## config.mk

```make
export PLATFORM = sky130hd
export DESIGN_NAME = rot_shift_unit
export DESIGN_NICKNAME = d
export VERILOG_FILES = /design/src/rtl/rot_pkg.sv /design/src/rtl/rot_layer.sv /design/src/rtl/rot_shift_unit.sv
export SDC_FILE = /design/constraint.sdc
export NUM_CORES = 1
export LEC_CHECK = 0
export CORE_MARGIN = 2
export CORE_UTILIZATION = 55
export DETAILED_ROUTE_END_ITERATION = 8
export GPL_TIMING_DRIVEN = 0
export PLACE_DENSITY_LB_ADDON = 0.25
export SYNTH_ARGS = -nofsm -noshare
export SYNTH_HDL_FRONTEND = slang
export SYNTH_SLANG_ARGS = --single-unit
```

## constraint.sdc

```tcl
create_clock -name clk -period 2.6 [get_ports clk]
set_input_delay 0.52 -clock clk [delete_from_list [all_inputs] [get_ports clk]]
set_output_delay 0.52 -clock clk [all_outputs]
set_load 0.01 [all_outputs]
```

## src/rtl/rot_pkg.sv

```systemverilog
// rot_pkg: shared types for the rotate/shift lane.
//   rot_mode_e     operation encoding (ROL, ROR, SHL, SHR, ASR)
//   ROT_MODE_W     width of the mode field
//   is_legal_mode  true for encodings 000..100; 101..111 are illegal
package rot_pkg;

  localparam int ROT_MODE_W = 3;

  typedef enum logic [ROT_MODE_W-1:0] {
    ROT_ROL = 3'b000,
    ROT_ROR = 3'b001,
    ROT_SHL = 3'b010,
    ROT_SHR = 3'b011,
    ROT_ASR = 3'b100
  } rot_mode_e;

  function automatic logic is_legal_mode(input logic [ROT_MODE_W-1:0] m);
    return (m <= 3'b100);
  endfunction

endpackage

```

## src/rtl/rot_layer.sv

```systemverilog
// rot_layer: one layer of the logarithmic shifter. When en is set the
// operand is moved by SHIFT positions according to mode; otherwise it
// passes through unchanged.
//   d, q       operand in / out (WIDTH bits)
//   en         this layer's amount bit (already gated by mode legality)
//   mode       operation
//   carry_in   last bit shifted out by earlier layers
//   carry_out  updated last-out bit; for shifts, the last enabled layer's
//              tap equals the overall last bit out, so a plain override
//              chain is enough. Rotates leave the chain alone; their
//              carry is taken from the final result.
module rot_layer
  import rot_pkg::*;
#(
  parameter int WIDTH = 8,
  parameter int SHIFT = 1
) (
  input  logic [WIDTH-1:0] d,
  input  logic             en,
  input  rot_mode_e        mode,
  input  logic             carry_in,
  output logic [WIDTH-1:0] q,
  output logic             carry_out
);

  always_comb begin
    q         = d;
    carry_out = carry_in;
    if (en) begin
      case (mode)
        ROT_ROL: q = {d[WIDTH-SHIFT-1:0], d[WIDTH-1:WIDTH-SHIFT]};
        ROT_ROR: q = {d[SHIFT-1:0], d[WIDTH-1:SHIFT]};
        ROT_SHL: begin
          q         = {d[WIDTH-SHIFT-1:0], {SHIFT{1'b0}}};
          carry_out = d[WIDTH-SHIFT];
        end
        ROT_SHR: begin
          q         = {{SHIFT{1'b0}}, d[WIDTH-1:SHIFT]};
          carry_out = d[SHIFT-1];
        end
        ROT_ASR: begin
          q         = {{SHIFT{d[WIDTH-1]}}, d[WIDTH-1:SHIFT]};
          carry_out = d[SHIFT-1];
        end
        default: ;
      endcase
    end
  end

endmodule

```

## src/rtl/rot_shift_unit.sv

```systemverilog
// rot_shift_unit: elastic two-stage rotate/shift lane (ROL, ROR, SHL, SHR,
// ASR) with valid/ready on both sides, 2-cycle latency, 1 beat/cycle.
//   clk, rst                    clock; asynchronous active-high reset
//   in_valid/in_ready           operand handshake
//   in_a, in_amt, in_mode       operand, amount (0..WIDTH-1), operation
//   out_valid/out_ready         result handshake
//   out_y                       result
//   out_carry, out_zero, out_err  last bit out, result==0, illegal mode
// Build option: define ROT_FLAGS_EN to compute and register the three
// flags; without it they are tied 0 and the flag logic is dropped.
// Stage 1 applies the low amount-bit layers, stage 2 the high ones.
module rot_shift_unit
  import rot_pkg::*;
#(
  parameter int WIDTH = 8
) (
  input  logic                     clk,
  input  logic                     rst,
  input  logic                     in_valid,
  output logic                     in_ready,
  input  logic [WIDTH-1:0]         in_a,
  input  logic [$clog2(WIDTH)-1:0] in_amt,
  input  logic [ROT_MODE_W-1:0]    in_mode,
  output logic                     out_valid,
  input  logic                     out_ready,
  output logic [WIDTH-1:0]         out_y,
  output logic                     out_carry,
  output logic                     out_zero,
  output logic                     out_err
);

  localparam int AW = $clog2(WIDTH);
  localparam int LO = AW / 2;

  logic s1_adv, s2_adv;
  logic in_legal;

  logic                  s1_valid_q, s1_valid_d;
  logic [WIDTH-1:0]      s1_data_q, s1_data_d;
  logic [ROT_MODE_W-1:0] s1_mode_q, s1_mode_d;
  logic [AW-LO-1:0]      s1_amt_q, s1_amt_d;
  logic                  s1_legal_q, s1_legal_d;
  logic                  out_valid_q, out_valid_d;
  logic [WIDTH-1:0]      y_q, y_d;

  logic [WIDTH-1:0] s1_chain [0:LO];
  logic [WIDTH-1:0] s2_chain [LO:AW];
  logic [LO:0]      c1;
  logic [AW:LO]     c2;

  assign s2_adv   = !out_valid_q || out_ready;
  assign s1_adv   = !s1_valid_q || s2_adv;
  assign in_ready = s1_adv;
  assign in_legal = is_legal_mode(in_mode);

  assign s1_chain[0] = in_a;
  assign c1[0]       = 1'b0;
  assign s2_chain[LO] = s1_data_q;

  // Illegal modes disable every layer so the operand passes through intact.
  for (genvar k = 0; k < LO; k++) begin : g_s1
    rot_layer #(.WIDTH(WIDTH), .SHIFT(1 << k)) u_layer (
      .d         (s1_chain[k]),
      .en        (in_legal && in_amt[k]),
      .mode      (rot_mode_e'(in_mode)),
      .carry_in  (c1[k]),
      .q         (s1_chain[k+1]),
      .carry_out (c1[k+1])
    );
  end

  for (genvar k = LO; k < AW; k++) begin : g_s2
    rot_layer #(.WIDTH(WIDTH), .SHIFT(1 << k)) u_layer (
      .d         (s2_chain[k]),
      .en        (s1_legal_q && s1_amt_q[k-LO]),
      .mode      (rot_mode_e'(s1_mode_q)),
      .carry_in  (c2[k]),
      .q         (s2_chain[k+1]),
      .carry_out (c2[k+1])
    );
  end

  always_comb begin
    s1_valid_d  = s1_valid_q;
    s1_data_d   = s1_data_q;
    s1_mode_d   = s1_mode_q;
    s1_amt_d    = s1_amt_q;
    s1_legal_d  = s1_legal_q;
    out_valid_d = out_valid_q;
    y_d         = y_q;
    if (s1_adv) begin
      s1_valid_d = in_valid;
      if (in_valid) begin
        s1_data_d  = s1_chain[LO];
        s1_mode_d  = in_mode;
        s1_amt_d   = in_amt[AW-1:LO];
        s1_legal_d = in_legal;
      end
    end
    if (s2_adv) begin
      out_valid_d = s1_valid_q;
      if (s1_valid_q) y_d = s2_chain[AW];
    end
  end

  always_ff @(posedge clk or posedge rst) begin
    if (rst) begin
      s1_valid_q  <= 1'b0;
      s1_data_q   <= '0;
      s1_mode_q   <= '0;
      s1_amt_q    <= '0;
      s1_legal_q  <= 1'b0;
      out_valid_q <= 1'b0;
      y_q         <= '0;
    end else begin
      s1_valid_q  <= s1_valid_d;
      s1_data_q   <= s1_data_d;
      s1_mode_q   <= s1_mode_d;
      s1_amt_q    <= s1_amt_d;
      s1_legal_q  <= s1_legal_d;
      out_valid_q <= out_valid_d;
      y_q         <= y_d;
    end
  end

  assign out_valid = out_valid_q;
  assign out_y     = y_q;

`ifdef ROT_FLAGS_EN
  logic s1_carry_q, s1_carry_d;
  logic s1_amt_nz_q, s1_amt_nz_d;
  logic carry_q, carry_d;
  logic zero_q, zero_d;
  logic err_q, err_d;

  assign c2[LO] = s1_carry_q;

  always_comb begin
    s1_carry_d  = s1_carry_q;
    s1_amt_nz_d = s1_amt_nz_q;
    carry_d     = carry_q;
    zero_d      = zero_q;
    err_d       = err_q;
    if (s1_adv && in_valid) begin
      s1_carry_d  = c1[LO];
      s1_amt_nz_d = |in_amt;
    end
    if (s2_adv && s1_valid_q) begin
      // Rotates report the bit that wrapped last, i.e. the result LSB/MSB.
      case (s1_mode_q)
        ROT_ROL: carry_d = s1_amt_nz_q && s2_chain[AW][0];
        ROT_ROR: carry_d = s1_amt_nz_q && s2_chain[AW][WIDTH-1];
        default: carry_d = c2[AW];
      endcase
      zero_d = (s2_chain[AW] == '0);
      err_d  = !s1_legal_q;
    end
  end

  always_ff @(posedge clk or posedge rst) begin
    if (rst) begin
      s1_carry_q  <= 1'b0;
      s1_amt_nz_q <= 1'b0;
      carry_q     <= 1'b0;
      zero_q      <= 1'b0;
      err_q       <= 1'b0;
    end else begin
      s1_carry_q  <= s1_carry_d;
      s1_amt_nz_q <= s1_amt_nz_d;
      carry_q     <= carry_d;
      zero_q      <= zero_d;
      err_q       <= err_d;
    end
  end

  assign out_carry = carry_q;
  assign out_zero  = zero_q;
  assign out_err   = err_q;
`else
  logic unused_carry;

  assign c2[LO]       = 1'b0;
  assign unused_carry = ^{c1[LO], c2[AW]};
  assign out_carry    = 1'b0;
  assign out_zero     = 1'b0;
  assign out_err      = 1'b0;
`endif

endmodule

```

### After elaboration in Yosys (flattened, before gate mapping)

Cells that the tools add are included.

* $lt $le $gt $ge: 1
* eq/ne operators: 8
* reduce and logical (&&, ||, !) cells: 12
* multiplexer cells: 6

Operators by type and width (count)
* $pmux W8 S5: 2
* $pmux W8 S4: 1
* $mux W8: 3
* $eq A3 B2 Y1 const B: 4
* $eq A3 B1 Y1 const B: 2
* $eq A3 B3 Y1 const B: 2
* $logic_not A3 Y1: 2
* $reduce_and A2 Y1: 2
* $le A3 B3 Y1 const B: 1
* $logic_and A1 B1 Y1: 3
* $logic_not A1 Y1: 2
* $logic_or A1 B1 Y1: 2
* $reduce_or A2 Y1: 1

* bits in registers: 24
* word-level logic and storage cells: 34
* output and inout bits: 13
* input bits: 18

### Depth between registers and ports, before layout

Gate-level depths: netlist (run 1).

* word-level depth: 5
* gate-level depth with buffers: 6
* gate-level depth less buffers: 4

### Cells and area by module

Synthesis (run 1) repeated with hierarchy kept, for this count alone.

* cell total of the unflattened synthesis: 208
* area total of the unflattened synthesis: 1916.8 um2

By module, submodules not included
* rot_shift_unit: area an instance 1017.2 um2, sequential area each 600.6 um2, cells each 62, instances 1
* rot_layer at g_s2[1].u_layer: area an instance 309.0 um2, sequential area each 0.0 um2, cells each 51, instances 1
* rot_layer at g_s1[0].u_layer: area an instance 297.8 um2, sequential area each 0.0 um2, cells each 49, instances 1
* rot_layer at g_s2[2].u_layer: area an instance 292.8 um2, sequential area each 0.0 um2, cells each 46, instances 1

### Least setup slack after synthesis (run 1)

No wires, ideal clock.

* kind: input to register
* start: input port out_ready
* end: register s1_amt_q[0]
* setup slack: 1.042 ns
* cell stages on the path: 4
* data required time: 2.475 ns
* arrival time: 1.433 ns
* path buffers: 1
* library setup time: 0.125 ns
* cell sequence: nand3b_1 nand2_1 buf_2 mux2_2

* longest elaborated chain between the ends: 3

RTL lines
* from (decl): RTL line rot_shift_unit.sv:25 `input logic out_ready,`
* $logic_or A1 B1 Y1: RTL line rot_shift_unit.sv:51 `assign s2_adv = !out_valid_q || out_ready;`
* $logic_or A1 B1 Y1: RTL line rot_shift_unit.sv:52 `assign s1_adv = !s1_valid_q || s2_adv;`
* $reduce_and A2 Y1 (no line)
* to (signal assigned): RTL line rot_shift_unit.sv:119 `s1_amt_q <= s1_amt_d;`
* to (decl): RTL line rot_shift_unit.sv:41 `logic [AW-LO-1:0] s1_amt_q, s1_amt_d;`

Every way passes these cells.
A chain may end at the register's enable or synchronous reset.

### Worst setup path after layout (run 1)

* start: input port out_ready
* end: output port in_ready

* longest elaborated chain between the ends: 2

RTL lines
* $logic_or A1 B1 Y1: RTL line rot_shift_unit.sv:51
* $logic_or A1 B1 Y1: RTL line rot_shift_unit.sv:52
* to (decl): RTL line rot_shift_unit.sv:20 `output logic in_ready,`

Every way passes these cells.

==> flow_summary.json, run 1 <==
{
  "cts_root_buf": "clkbuf_4",
  "grt_pass1_vias": 1507,
  "drcViolationCount": 0,
  "min_path_type": "reg -> reg",
  "synthFlopType": "dfrtp_1",
  "p_total_w": 0.00124,
  "worst_slew_pin_slew_ns": 0.896,
  "cp-startpoint": "out_ready",
  "rsz0062_at_grt": "false",
  "crit_buf_inv": 2,
  "fmax_mhz": 454,
  "reg2regPathDepth": 5,
  "maxCapViolations": 0,
  "hold_viol": 0,
  "fin_worst_skew_ns": 0.00464,
  "max_slew_margin": 0.402,
  "status": "completed",
  "core_um2": 3000,
  "initial_core_util": 0.573,
  "via_per_inst": 6.31,
  "diodes": 0,
  "hpwlAfterDp_um": 3120,
  "antenna_found_initial": 0,
  "rows": 20,
  "r2r_setup_slack_ns": 0.94,
  "start_kind": "primary input",
  "power.density_nw_per_um2": 601,
  "synth_edf_count": 0,
  "yosys_warnings": 0,
  "syn_area_um2": 1720,
  "path_max_fanout": 3,
  "fin_crit_sh": 0.847,
  "cp.required_ns": 2.08,
  "reg2reg_from": "s1_mode_q[0]",
  "ys_seq_area_frac": 0.349,
  "synthArstFlopShare": 1.00,
  "die_w_um": 59.9,
  "overflow": 0,
  "io_pins": 31,
  "maxSlewViolCount": 0,
  "use_met1": 0.314,
  "clock_path_buffers": 2,
  "nFillCells": 264,
  "grt_use_met2": 0.447,
  "p_leak_nw": 0.834,
  "cts_htree_levels": 1,
  "syn_to_final_growth_pct": 19.9,
  "drive_above_1_share": 0.178,
  "route.detailed.wl_per_inst_um": 16.0,
  "cp_num_cells": 3,
  "ant_nets": 0,
  "critical_path_class": "in -> out",
  "first_pass_iters": 5,
  "routed_wl_um": 4030,
  "cts_tree": "built",
  "synth_seq_cells": 24,
  "rr_endpoint": "out_y[4]",
  "cts_setup_buffers": 0,
  "synth_cell_types": 44,
  "grt_max_degree": 25,
  "ir_drop_v": 0.000258,
  "finalSetupTns_ns": 0,
  "crit_top_cell": "clkdlybuf4s50_1",
  "syn_avg_cell_area_um2": 9.19,
  "final_core_util": 0.686,
  "cp_cell_sequence": "clkdlybuf4s50_1 -> nand3b_1 -> clkdlybuf4s50_1",
  "grtUsageTotal": 0.259,
  "crit_arrival_ns": 1.68,
  "drt_iter0_drc": 87,
  "synthCells": 187,
  "grt_first_pass_wirelength_um": 6930,
  "setup_violations": 0,
  "io_buffers": 27,
  "via_count": 1590,
  "cts_buffers": 3,
  "nets": 239,
  "hold_buffers": 0,
  "clkLatencyLatePin_ns": 0.33,
  "crit_end": "in_ready",
  "busiest_layer": "met2",
  "cts_resized": 0,
  "cp-end-kind": "output port",
  "fin_crit_ns": 2.20,
  "clock_sinks": 24,
  "cp_top_family": "buffers and inverters",
  "die_area_um2": 3590,
  "clk_pin_slew_ns": 0.13,
  "slowest_delay_ns": 0.55,
  "slowest_stage": "clkdlybuf4s50_1",
  "gr-usage-met3": 0.0325,
  "place_congestion": 1.03,
  "die_h_um": 59.9
}
-- through the flow --
stage	instances	area [µm²]	setup WS [ns]	hold slack (ns)
6_report	252	2060	0.398	0.524
5_1_grt	252	2060	0.339	0.547
4_1_cts	252	2060	0.384	0.522
3_5_place_dp	249	2040	0.389	0.493
3_3_place_gp	249	2040	0.409	0.487
2_1_floorplan	189	1730	1.04	0.494
-- routing by layer --
metal / up-vias / part of all wire
li1: 760 / -
met2: 70 / 0.50
met5: - / 0
met1: 744 / 0.41
met4: 0 / 0.032
met3: 16 / 0.053
-- cells in the final DEF, fill, tap and decap left out, drive strengths merged, types with 2 or more instances in the layout --
cell            n
inv             8
a21oi           9
nand3b          7
and2            2
dfrtp          24
mux2i           9
a311oi          2
o221ai          2
nand2          18
nand3           2
o21ai          18
conb            3
o22ai           2
o311ai          3
nor3b           2
clkdlybuf4s50  27
o21a            5
o2111ai         2
clkbuf          4
o32ai           2
o211ai         12
nor2            8
nand2b          7
o21bai          2
buf            13
mux2           13
a31oi           2
nand4           2
-- state kept, by name, summed over array words and instances (netlist names) --
register and flops:
s1_valid_q 1, s1_data_q 8, out_y 8, out_valid 1, s1_mode_q 3, s1_amt_q 2, s1_legal_q 1
-- power by group --
| part | switching (W) | internal [W] | total [W] | leakage, nW |
|---|---|---|---|---|
| clock network | 0.000119 | 0.0000546 | 0.000174 | 0.0138 |
| registers | 0.0000711 | 0.000450 | 0.000522 | 0.286 |
| logic | 0.000276 | 0.000268 | 0.000543 | 0.535 |
| total | 0.000466 | 0.000773 | 0.00124 | 0.834 |
-- area by class of cell --
| cell class | instances | area, µm² | share of cell area |
|---|---|---|---|
| multi-input cells | 142 | 1010 | 0.489 |
| flip-flops and latches | 24 | 601 | 0.291 |
| repair buffers | 27 | 270 | 0.131 |
| plain buffers | 14 | 85.1 | 0.0413 |
| well taps | 33 | 41.3 | 0.0200 |
| inverters | 9 | 33.8 | 0.0164 |
| clock buffers | 3 | 22.5 | 0.0109 |
-- cells by family (layout without fill, tap and decap cells) --
logic type      count (synthesis)  after routing  share of synthesized area
compound gates                 65             65                      0.267
buf+inv                        23             53                     0.0691
flops                          24             24                      0.349
mux                            22             22                      0.138
other cells                     1              3                    0.00218
simple gates                   52             52                      0.175
-- worst min-delay path by stage --
stage	from	to	slack (ns)	cells after the start
after floorplan	s1_data_q[1]	s1_data_q[1]	0.49	2
after global placement	out_y[3]	out_y[3]	0.49	2
after detailed placement	out_y[3]	out_y[3]	0.49	2
after CTS	out_y[3]	out_y[3]	0.52	2
after global routing	out_y[2]	out_y[2]	0.55	2
final	out_y[3]	out_y[3]	0.52	2
-- cell usage after synthesis (3+ instances only) --
library cell / instances / area (µm²)
o21a_1: 5 / 37.5
nand2_1: 17 / 63.8
mux2_2: 13 / 146
o311ai_1: 3 / 26.3
mux2i_1: 9 / 90.1
nor2_1: 7 / 26.3
o21ai_0: 14 / 70.1
nand3b_1: 7 / 52.6
buf_2: 8 / 40.0
o21ai_1: 4 / 20.0
inv_1: 8 / 30.0
o211ai_1: 10 / 75.1
buf_4: 4 / 30.0
dfrtp_1: 24 / 601
a21oi_1: 8 / 40.0
nand2b_1: 7 / 43.8
-- worst register-to-register path, cell delays in order, from the launching register on --
cell and delay, ns:
dfrtp_1 0.44, buf_6 0.16, buf_2 0.17, a21oi_1 0.34, o211ai_1 0.17, a211oi_1 0.28
Power figures use the tool's default switching activity.
==> inputs of run 2 (changes only) <==
- CORE_UTILIZATION: 55 -> 47
- clock period: 2.6 -> 1.9 ns (I/O delays scaled with it)
==> run 2 against run 1 <==
Against the previous run:
- core utilization fell by 7.0 points
- largest power group unchanged
- non-clock buffer count unchanged
- combinational power rose by 37%
- hold slack got worse by 0.0083 ns
- power is 49% higher
==> flow_summary.json, run 2 (synthesized netlist as in run 1, its figures left out) <==
{
  "cp_top_family": "flip-flops",
  "crit_buf_inv": 1,
  "placed_cell_area_um2": 2050,
  "fin_cells": 266,
  "cts_root_buf": "clkbuf_4",
  "cts_tree": "built",
  "layout_commonest_cell": "clkdlybuf4s50_1",
  "overflow": 0,
  "maxCapViolations": 0,
  "slowest_stage": "dfrtp_1",
  "crit_arrival_ns": 1.31,
  "route.detailed.wl_per_inst_um": 15.9,
  "critical_path_class": "reg -> out",
  "diodes": 0,
  "clock_path_buffers": 2,
  "status": "completed",
  "core_um2": 3420,
  "fmax_mhz": 591,
  "via_per_inst": 5.94,
  "pwr-share-seq": 0.386,
  "initial_core_util": 0.503,
  "intPower_w": 0.00120,
  "reg2reg_from": "s1_legal_q",
  "hpwlAfterDp_um": 3280,
  "final_cell_mix": "clkdlybuf4s50_1 (26), dfrtp_1 (24), nand2_1 (17), o21ai_0 (14), mux2_2 (13)",
  "cp-startpoint": "s1_valid_q",
  "finalSetupTns_ns": 0,
  "routed-wl-met3_um": 199,
  "clk_pin_slew_ns": 0.15,
  "max_slew_margin": 0.395,
  "place_congestion": 0.934,
  "dp.cells": 262,
  "fin_crit_sh": 0.890,
  "io_pins": 31,
  "drt_iter0_drc": 129,
  "die_area_um2": 4160,
  "nets": 239,
  "grt_max_degree": 25,
  "hold_viol": 0,
  "rsz0062_at_grt": "false",
  "cts_buffers": 3,
  "cp_cell_sequence": "nand3b_1 -> dlygate4sd2_1",
  "clkPwrFrac": 0.210,
  "min_path_type": "in -> async",
  "wl_met2_um": 2200,
  "grtUsageTotal": 0.219,
  "start_kind": "register",
  "routed_wl_um": 4230,
  "wl_met1_um": 1750,
  "ant_nets": 0,
  "drcViolationCount": 0,
  "path_max_fanout": 7,
  "clkLatencyLatePin_ns": 0.34,
  "first_pass_iters": 4,
  "setup_violations": 0,
  "fin_worst_skew_ns": 0.00933,
  "die_h_um": 64.5,
  "p_leak_nw": 0.848,
  "syn_to_final_growth_pct": 22.5,
  "cts_htree_levels": 1,
  "cp-end-kind": "output port",
  "slowest_delay_ns": 0.50,
  "worst_slew_pin_slew_ns": 0.906,
  "drive_above_1_share": 0.182,
  "stdcell_area_um2": 2110,
  "grt_pass1_vias": 1541,
  "die_w_um": 64.5,
  "rows": 21,
  "io_buffers": 27,
  "via_count": 1579,
  "power.density_nw_per_um2": 878,
  "grt_first_pass_wirelength_um": 7130,
  "cp.required_ns": 1.52,
  "combPwrFrac": 0.404,
  "p_sw_frac": 0.353,
  "antenna_found_initial": 0,
  "ir_drop_v": 0.000385,
  "fin_crit_ns": 1.69,
  "highest_layer": "met4",
  "power.switching_w": 0.000653,
  "maxSlewViolCount": 0,
  "clock_sinks": 24
}
run 2: path summary, 6_finish.rpt:
kind / slack, ns / endpoint / cells after the start
min: 0.52 / s1_mode_q[2] / 2
max: 0.21 / in_ready / 2
max in group asynchronous: 0.83 / out_y[6] / 2
min in group clk: 0.52 / out_y[0] / 2
min reg2reg: 0.52 / out_y[0] / 2
max reg2reg: 0.23 / out_y[6] / 6
run 2: timing repair:
item | CTS | global route
buffers inserted | 0 | 0
endpoints found under the hold margin | 0 | 0
hold buffers | 0 | 0
endpoints found under the setup margin | 1 | 0
gates resized for setup | 1 | 0
run 2: layer usage:
layer	track usage	up-vias
met5	0	-
met4	0.0957	0
met3	0.0278	9
met2	0.391	57
met1	0.263	754
li1	-	759
run 2: stage by stage:
step           utilization  setup slack [ns]  hold slack [ns]  power, W
3_5_place_dp         0.601            -0.113            0.490   0.00147
4_1_cts              0.616             0.209            0.522   0.00185
2_1_floorplan            -             0.436            0.395   0.00118
5_1_grt              0.616            0.0909            0.561   0.00196
6_report             0.616             0.209            0.515   0.00185
3_3_place_gp         0.601           -0.0596            0.483   0.00145
run 2: cell type report:
class / instances / area [µm²]
timing repair buffer: 27 / 269
tap: 46 / 57.6
multi-input combinational: 142 / 1010
buffer: 14 / 85.1
inverter: 9 / 33.8
sequential: 24 / 601
clock inverter: 1 / 30.0
fill: 307 / 1310
clock buffer: 3 / 22.5
run 2: power groups by stage:
stage	Clock [W]	Sequential (W)	Combinational, W
3_5_place_dp	0	0.000725	0.000743
5_1_grt	0.000415	0.000731	0.000810
6_report	0.000388	0.000714	0.000746
3_3_place_gp	0	0.000720	0.000726
2_1_floorplan	0	0.000731	0.000446
4_1_cts	0.000391	0.000713	0.000744
